===== src/rtl/crypto_sha512_pipe.sv =====
// SHA-512 sigma/sum datapath (Zknh, RV64 and RV32 forms) behind an elastic valid/ready pipeline.
// The result is computed before stage 0; the stages only carry {valid, result, tag, illegal}.
package crypto_instr_pkg;
    typedef enum logic [3:0] {
        SHA512_SUM0  = 4'd0,
        SHA512_SUM1  = 4'd1,
        SHA512_SIG0  = 4'd2,
        SHA512_SIG1  = 4'd3,
        SHA512_SUM0R = 4'd4,
        SHA512_SUM1R = 4'd5,
        SHA512_SIG0H = 4'd6,
        SHA512_SIG0L = 4'd7,
        SHA512_SIG1H = 4'd8,
        SHA512_SIG1L = 4'd9
    } sha512_t;
endpackage

module crypto_sha512_pipe
    import crypto_instr_pkg::*;
#(
    parameter int unsigned XLEN        = 64,
    parameter int unsigned PIPE_STAGES = 1,
    parameter int unsigned TRANS_ID_W  = 3
) (
    input  logic                  clk_i,
    input  logic                  rst_ni,
    input  logic                  flush_i,
    input  logic                  valid_i,
    output logic                  ready_o,
    input  sha512_t               op_i,
    input  logic [XLEN-1:0]       rs1_i,
    input  logic [XLEN-1:0]       rs2_i,
    input  logic [TRANS_ID_W-1:0] trans_id_i,
    output logic                  valid_o,
    input  logic                  ready_i,
    output logic [XLEN-1:0]       result_o,
    output logic [TRANS_ID_W-1:0] trans_id_o,
    output logic                  illegal_o
);

    if (XLEN != 32 && XLEN != 64) begin : g_bad_xlen
        $fatal(1, "crypto_sha512_pipe: XLEN must be 32 or 64");
    end
    if (PIPE_STAGES > 3) begin : g_bad_stages
        $fatal(1, "crypto_sha512_pipe: PIPE_STAGES must be 0..3");
    end

    typedef struct packed {
        logic [XLEN-1:0]       result;
        logic [TRANS_ID_W-1:0] trans_id;
        logic                  illegal;
    } payload_t;

    function automatic logic [63:0] ror64(input logic [63:0] x, input int unsigned n);
        return (x >> n) | (x << (64 - n));
    endfunction

    logic [63:0]     a64, b64;
    logic [31:0]     a32, b32;
    logic            unused_b_hi;
    logic [XLEN-1:0] comp_result;
    logic            comp_illegal;

    assign a64         = 64'(rs1_i);
    assign b64         = 64'(rs2_i);
    assign a32         = a64[31:0];
    assign b32         = b64[31:0];
    assign unused_b_hi = ^b64[63:32];

    // NOTE: every output of a combinational block gets a default first, so no path infers a latch.
    always_comb begin
        comp_result  = '0;
        comp_illegal = 1'b1;
        if (XLEN == 64) begin
            case (op_i)
                SHA512_SIG0: begin
                    comp_result  = XLEN'(ror64(a64, 1) ^ ror64(a64, 8) ^ (a64 >> 7));
                    comp_illegal = 1'b0;
                end
                SHA512_SIG1: begin
                    comp_result  = XLEN'(ror64(a64, 19) ^ ror64(a64, 61) ^ (a64 >> 6));
                    comp_illegal = 1'b0;
                end
                SHA512_SUM0: begin
                    comp_result  = XLEN'(ror64(a64, 28) ^ ror64(a64, 34) ^ ror64(a64, 39));
                    comp_illegal = 1'b0;
                end
                SHA512_SUM1: begin
                    comp_result  = XLEN'(ror64(a64, 14) ^ ror64(a64, 18) ^ ror64(a64, 41));
                    comp_illegal = 1'b0;
                end
                default: ;
            endcase
        end else begin
            case (op_i)
                SHA512_SUM0R: begin
                    comp_result  = XLEN'((a32 << 25) ^ (a32 << 30) ^ (a32 >> 28) ^
                                         (b32 >> 7) ^ (b32 >> 2) ^ (b32 << 4));
                    comp_illegal = 1'b0;
                end
                SHA512_SUM1R: begin
                    comp_result  = XLEN'((a32 << 23) ^ (a32 >> 14) ^ (a32 >> 18) ^
                                         (b32 >> 9) ^ (b32 << 18) ^ (b32 << 14));
                    comp_illegal = 1'b0;
                end
                SHA512_SIG0H, SHA512_SIG0L: begin
                    comp_result  = XLEN'((a32 >> 1) ^ (a32 >> 7) ^ (a32 >> 8) ^
                                         (b32 << 31) ^ (b32 << 24) ^
                                         ((op_i == SHA512_SIG0L) ? (b32 << 25) : 32'd0));
                    comp_illegal = 1'b0;
                end
                SHA512_SIG1H, SHA512_SIG1L: begin
                    comp_result  = XLEN'((a32 << 3) ^ (a32 >> 6) ^ (a32 >> 19) ^
                                         (b32 >> 29) ^ (b32 << 13) ^
                                         ((op_i == SHA512_SIG1L) ? (b32 << 26) : 32'd0));
                    comp_illegal = 1'b0;
                end
                default: ;
            endcase
        end
    end

    if (PIPE_STAGES == 0) begin : g_comb
        // A flushed input is dropped: accepted but never presented downstream.
        assign valid_o    = valid_i && !flush_i;
        assign ready_o    = ready_i || flush_i;
        assign result_o   = comp_result;
        assign trans_id_o = trans_id_i;
        assign illegal_o  = comp_illegal;
    end else begin : g_pipe
        logic [PIPE_STAGES-1:0] stage_valid;
        logic [PIPE_STAGES-1:0] stage_rdy;
        payload_t               chain_data [PIPE_STAGES+1];
        logic [PIPE_STAGES:0]   chain_valid;

        assign chain_valid[0] = valid_i;
        assign chain_data[0]  = '{result: comp_result, trans_id: trans_id_i, illegal: comp_illegal};

        // A stage may load when it, or any stage after it, has a hole, or the sink drains.
        // NOTE: the running accumulator uses blocking assignments; it is combinational, not state.
        always_comb begin
            logic acc;
            acc       = ready_i;
            stage_rdy = '0;
            for (int k = PIPE_STAGES - 1; k >= 0; k--) begin
                acc          = acc || !stage_valid[k];
                stage_rdy[k] = acc;
            end
        end

        for (genvar k = 0; k < PIPE_STAGES; k++) begin : g_stage
            logic     valid_q;
            payload_t data_q;

            // NOTE: sequential state is updated with non-blocking assignments only.
            always_ff @(posedge clk_i or negedge rst_ni) begin
                if (!rst_ni) begin
                    valid_q <= 1'b0;
                    data_q  <= '0;
                end else begin
                    if (flush_i) begin
                        valid_q <= 1'b0;
                    end else if (stage_rdy[k]) begin
                        valid_q <= chain_valid[k];
                    end
                    if (stage_rdy[k]) begin
                        data_q <= chain_data[k];
                    end
                end
            end

            assign stage_valid[k]    = valid_q;
            assign chain_valid[k+1]  = valid_q;
            assign chain_data[k+1]   = data_q;
        end

        assign ready_o    = stage_rdy[0];
        assign valid_o    = stage_valid[PIPE_STAGES-1];
        assign result_o   = chain_data[PIPE_STAGES].result;
        assign trans_id_o = chain_data[PIPE_STAGES].trans_id;
        assign illegal_o  = chain_data[PIPE_STAGES].illegal;
    end

endmodule

===== config.mk =====
export PLATFORM = sky130hd
export DESIGN_NAME = crypto_sha512_pipe
export DESIGN_NICKNAME = d
export VERILOG_FILES = /design/src/rtl/crypto_sha512_pipe.sv
export SDC_FILE = /design/constraint.sdc
export NUM_CORES = 1
export LEC_CHECK = 0
export ABC_CLOCK_PERIOD_IN_PS = 2150
export BUFFER_PORTS_ARGS = -buffer_cell sky130_fd_sc_hd__clkbuf_2
export CORE_MARGIN = 2
export CORE_UTILIZATION = 55
export DETAILED_ROUTE_END_ITERATION = 7
export PLACE_DENSITY = 0.82
export REMOVE_ABC_BUFFERS = 1
export SYNTH_ARGS = -nofsm -noshare
export SYNTH_HDL_FRONTEND = slang
export SYNTH_SLANG_ARGS = --single-unit

===== constraint.sdc =====
create_clock -name clk_i -period 2.15 [get_ports clk_i]
set_clock_uncertainty 0.1 [all_clocks]
set_input_delay 0.1075 -clock clk_i [delete_from_list [all_inputs] [get_ports clk_i]]
set_output_delay 0.1075 -clock clk_i [all_outputs]
set_load 0.03 [all_outputs]

== Word-level counts from Yosys, hierarchy flattened ==
Cells that the tools add are included.

* Flip-flop bits (word level): 69
* Bits of input ports: 140
* Output and inout port bits: 70
* Logic and storage cells: 34

* Equal/unequal tests: 3
* Muxes and demuxes: 4
* Bitwise gates (word level): 18
* Reduce and logical (&&, ||, !) cells: 5

{| class="wikitable"
|+ Operators with widths
! cell !! number
|-
| bitwise XOR 64 bit || 6
|-
| case mux 64 bit (4 select lines) || 1
|-
| OR 23 x 64 -> 64 bit || 1
|-
| OR 25 x 64 -> 64 bit || 1
|-
| OR 3 x 64 -> 64 bit || 1
|-
| OR 30 x 64 -> 64 bit || 1
|-
| OR 36 x 64 -> 64 bit || 1
|-
| OR 45 x 64 -> 64 bit || 1
|-
| OR 46 x 64 -> 64 bit || 1
|-
| OR 50 x 64 -> 64 bit || 1
|-
| OR 56 x 64 -> 64 bit || 1
|-
| OR 63 x 64 -> 64 bit || 1
|-
| bitwise XOR 64 x 57 -> 64 bit || 1
|-
| bitwise XOR 64 x 58 -> 64 bit || 1
|-
| equality test 4 x 2 -> 1 bit (second input constant) || 2
|-
| equality test 4 x 1 -> 1 bit (second input constant) || 1
|-
| zero test 4 bit || 1
|-
| OR reduction 4 bit || 1
|-
| two-way mux 1 bit || 3
|-
| nonzero test 2 bit || 1
|-
| zero test 1 bit || 1
|-
| logical OR 1 bit || 1
|}

== Longest topological paths before layout ==
* Word-level depth: 4
* Mapped depth: 7
* Depth with buffers taken out: 4

== Least setup slack after synthesis ==
No wires, ideal clock.

* Kind: flip-flop to flip-flop
* Start: reg g_pipe.g_stage[0].valid_q, in the netlist valid_o
* End: reg g_pipe.g_stage[0].data_q (netlist bit result_o[16])
* Library setup time: 136 ps
* Arrival: 1,608 ps
* Data required time: 1,914 ps
* Path slack: 306 ps
* Stages on the path, launching flop included: 7
* Path buffers: 3
* Period minus slack after synthesis: 1,844 ps
* Cell sequence: dfrtp_1 > nor2b_1 > clkbuf_1 > or3_1 > clkbuf_1 > clkbuf_1 > o21ai_0

* Word-level cells in the longest chain between the ends: 2

{| class="wikitable"
|+ Ends and longest elaborated chain
! what !! line !! text
|-
| start, declared || 152 || <nowiki>logic valid_q;</nowiki>
|-
| start signal, assigned || 164 || <nowiki>valid_q <= chain_valid[k];</nowiki>
|-
| zero test 1 bit || 146 || <nowiki>acc = acc || !stage_valid[k];</nowiki>
|-
| logical OR 1 bit || 146 ||
|-
| end signal, assigned || 167 || <nowiki>data_q <= chain_data[k];</nowiki>
|-
| end, declared || 153 || <nowiki>payload_t data_q;</nowiki>
|}

No other way between the ends.
A chain may end at the register's enable or synchronous reset.

== Worst setup path after layout ==
* Start: reg g_pipe.g_stage[0].valid_q, in the netlist valid_o
* End: out ready_o

* Word-level cells in the longest chain between the ends: 2

{| class="wikitable"
|+ Ends and longest elaborated chain
! what !! line !! text
|-
| zero test 1 bit || 146 ||
|-
| logical OR 1 bit || 146 ||
|-
| end, declared || 29 || <nowiki>output logic ready_o,</nowiki>
|}

No other way between the ends.

==> key figures <==
Run status
  – Status: finished clean

Placement
  – Post-DP HPWL: 17.5 mm
  – Placed instance area: 0.00925 mm2
  – RD Place Congestion: 0.922
  – Port bufs: 145
  – Post-Place Worst Slack: 0.246 ns

Worst setup path
  – Kind of critical path: reg2out
  – Startpoint class of the critical path: flip-flop
  – Worst EP required: 1.94 ns
  – Arrival @ worst endpoint: 1.59 ns
  – Crit path capture type: output pin
  – Crit-path max FO: 35

Finish
  – Post-route cell area: 0.00959 mm2
  – Area Growth Syn to Fin: 11.6%
  – Share of cells above drive strength 1: 0.205
  – Commonest non-fill, non-tap cells in the layout: xnor2_1, clkbuf_2, xnor3_1
  – NumNets Final: 1,013
  – Core Util, Final: 0.628
  – Diode count: 0
  – Commonest non-fill, non-tap cell in the layout: xnor2_1

Power
  – Peak supply drop: 0.391 mV
  – Pwr Density: 509 mW/mm2
  – Pleak: 4.52 nW

Logic synthesis
  – Synthesized instance count: 804
  – Count of unique library cells instantiated by Yosys: 24
  – Average footprint of a synthesized cell: 10.7 um2
  – Synth Cell Area: 0.00859 mm2
  – Yosys warnings: 0
  – Sequential cell area fraction in the yosys report: 0.201
  – Seq cells post-synth: 69

STA
  – Final hold vios: 0
  – FMAX: 0.557 GHz
  – Final min period: 1.80 ns
  – # setup viols final: 0
  – Final Max Tran Viols: 0
  – RSZ-0062 raised after global routing: false
  – Setup TNS: 0 ns
  – Worst Slack Setup Final: 0.355 ns
  – Relative slew slack: 0.481
  – Period utilisation layout: 0.835
  – Least-Margin Pin Slew: 0.779 ns

Floorplanning
  – Core area: 0.0153 mm2
  – Initial Util: 0.563
  – # rows: 45
  – Boundary Pins: 210
  – Die width: 129 um
  – Die Y: 129 um
  – Die area: 0.0166 mm2

Clocking
  – Num CTS Buffers: 9
  – Clock Pin Slew Worst Setup and Hold Paths: 0.05 ns
  – Post_cts resized: 0
  – CTS Buffer Depth: 2
  – Clock latency on the worst-skew pair: 0.35 ns
  – CTS tree: built
  – Root Buffer: clkbuf_16
  – Clk sinks: 69
  – CTS H-Tree Depth: 3

Global routing
  – Grt ovf: 0
  – Antenna violations before repair: 0
  – Vias in the first global route: 6,991
  – First-pass GRT wire length: 41.1 mm
  – Largest net degree at the start of global routing: 62
  – GRT Util Overall: 0.334

Job
  – Max cap viols: 0

Drt
  – DR vias/cell: 6.44
  – DRT iter0 DRCs: 917
  – Final WL: 26.9 mm
  – Total number of vias: 7,012
  – Detail Route Antenna Nets: 0
  – Avg WL per Cell: 24.7 um
  – First drt pass iteration count: 5
  – # DRC: 0

Worst hold path
  – Hold Path Class: in2reg
## registers in the layout (all words and copies together), names as in the netlist
| signal | count |
|---|---|
| illegal_o | 1 |
| result_o | 64 |
| trans_id_o | 3 |
| valid_o | 1 |
## final cells by class
class / count / area, um2
tap: 211 / 264
fill: 1242 / 5670
inverter: 1 / 3.75
sequential: 69 / 1730
clock inverter: 6 / 55.1
timing repair buffer: 165 / 941
multi-input combinational: 627 / 6370
clock buffer: 9 / 225
## what timing repair did
action	4_1_cts	5_1_grt
buffers inserted	0	0
hold buffers	6	0
endpoints found under the hold margin	34	0
## critical path: stages, from the launching register on
cell	delay (ns)
dfrtp_1	0.34
nor2b_4	0.15
buf_4	0.36
inv_1	0.17
clkbuf_2	0.22
## per-stage QoR
stage                     power, W  instances  hold WS [ns]
after CTS                  0.00488       1088         0.236
after global routing       0.00509       1088         0.263
final                      0.00488       1088         0.234
after floorplan            0.00276        697        -0.288
after global placement     0.00337       1067         0.125
after detailed placement   0.00341       1067         0.124
## cell usage after synthesis
cell type,count,area (um2)
nor4_2,1,12.5
nand2_1,74,278
o21a_1,1,7.51
or3_1,1,6.26
nor4b_1,1,8.76
nor2b_1,1,6.26
buf_2,70,350
nand4bb_1,1,11.3
or4b_1,2,20.0
o22ai_1,64,400
clkbuf_1,34,128
xnor2_1,221,1940
o21ai_1,34,170
xnor3_1,121,2730
nor2_1,8,30.0
a211oi_1,6,45.0
inv_1,1,3.75
buf_6,3,33.8
or4_1,1,7.51
o21ai_0,30,150
nor3_1,1,5.00
nor4b_4,1,23.8
dfrtp_1,69,1730
a221oi_1,58,508
## path summary, 6_finish.rpt
check                      cells after the start          start  slack, ns       endpoint
setup / recovery                               4        valid_o       0.35        ready_o
hold / removal                                 5        ready_i       0.23  trans_id_o[1]
setup reg to reg                               5        valid_o       0.50   result_o[11]
hold reg to reg                                2  trans_id_o[0]       0.37  trans_id_o[0]
max in group asynchronous                      3         rst_ni       1.01   result_o[37]
min in group asynchronous                      2         rst_ni       0.28   result_o[50]
## power by group
part	internal, W	total [W]	switching (W)
sequential	0.00134	0.00136	0.0000214
clock	0.000879	0.00144	0.000563
combinational	0.00105	0.00207	0.00102
## routing by layer
layer  routed length, um  vias to the layer above  global-route usage
met5                   0                        -                   0
met4                1040                        0               0.149
met3                3430                       99              0.0981
met2               12000                      561               0.508
met1               10400                     3377               0.446
li1                    -                     2975                   -
## kinds of logic after synthesis
logic type	share of synthesized area
xor gates and xnor gates	0.542
AOI/OAI and AO/OA	0.149
buffers and inverters	0.0600
and+or+nand+nor	0.0476
DFF	0.201
No activity file was read; power rests on OpenSTA's default activity.
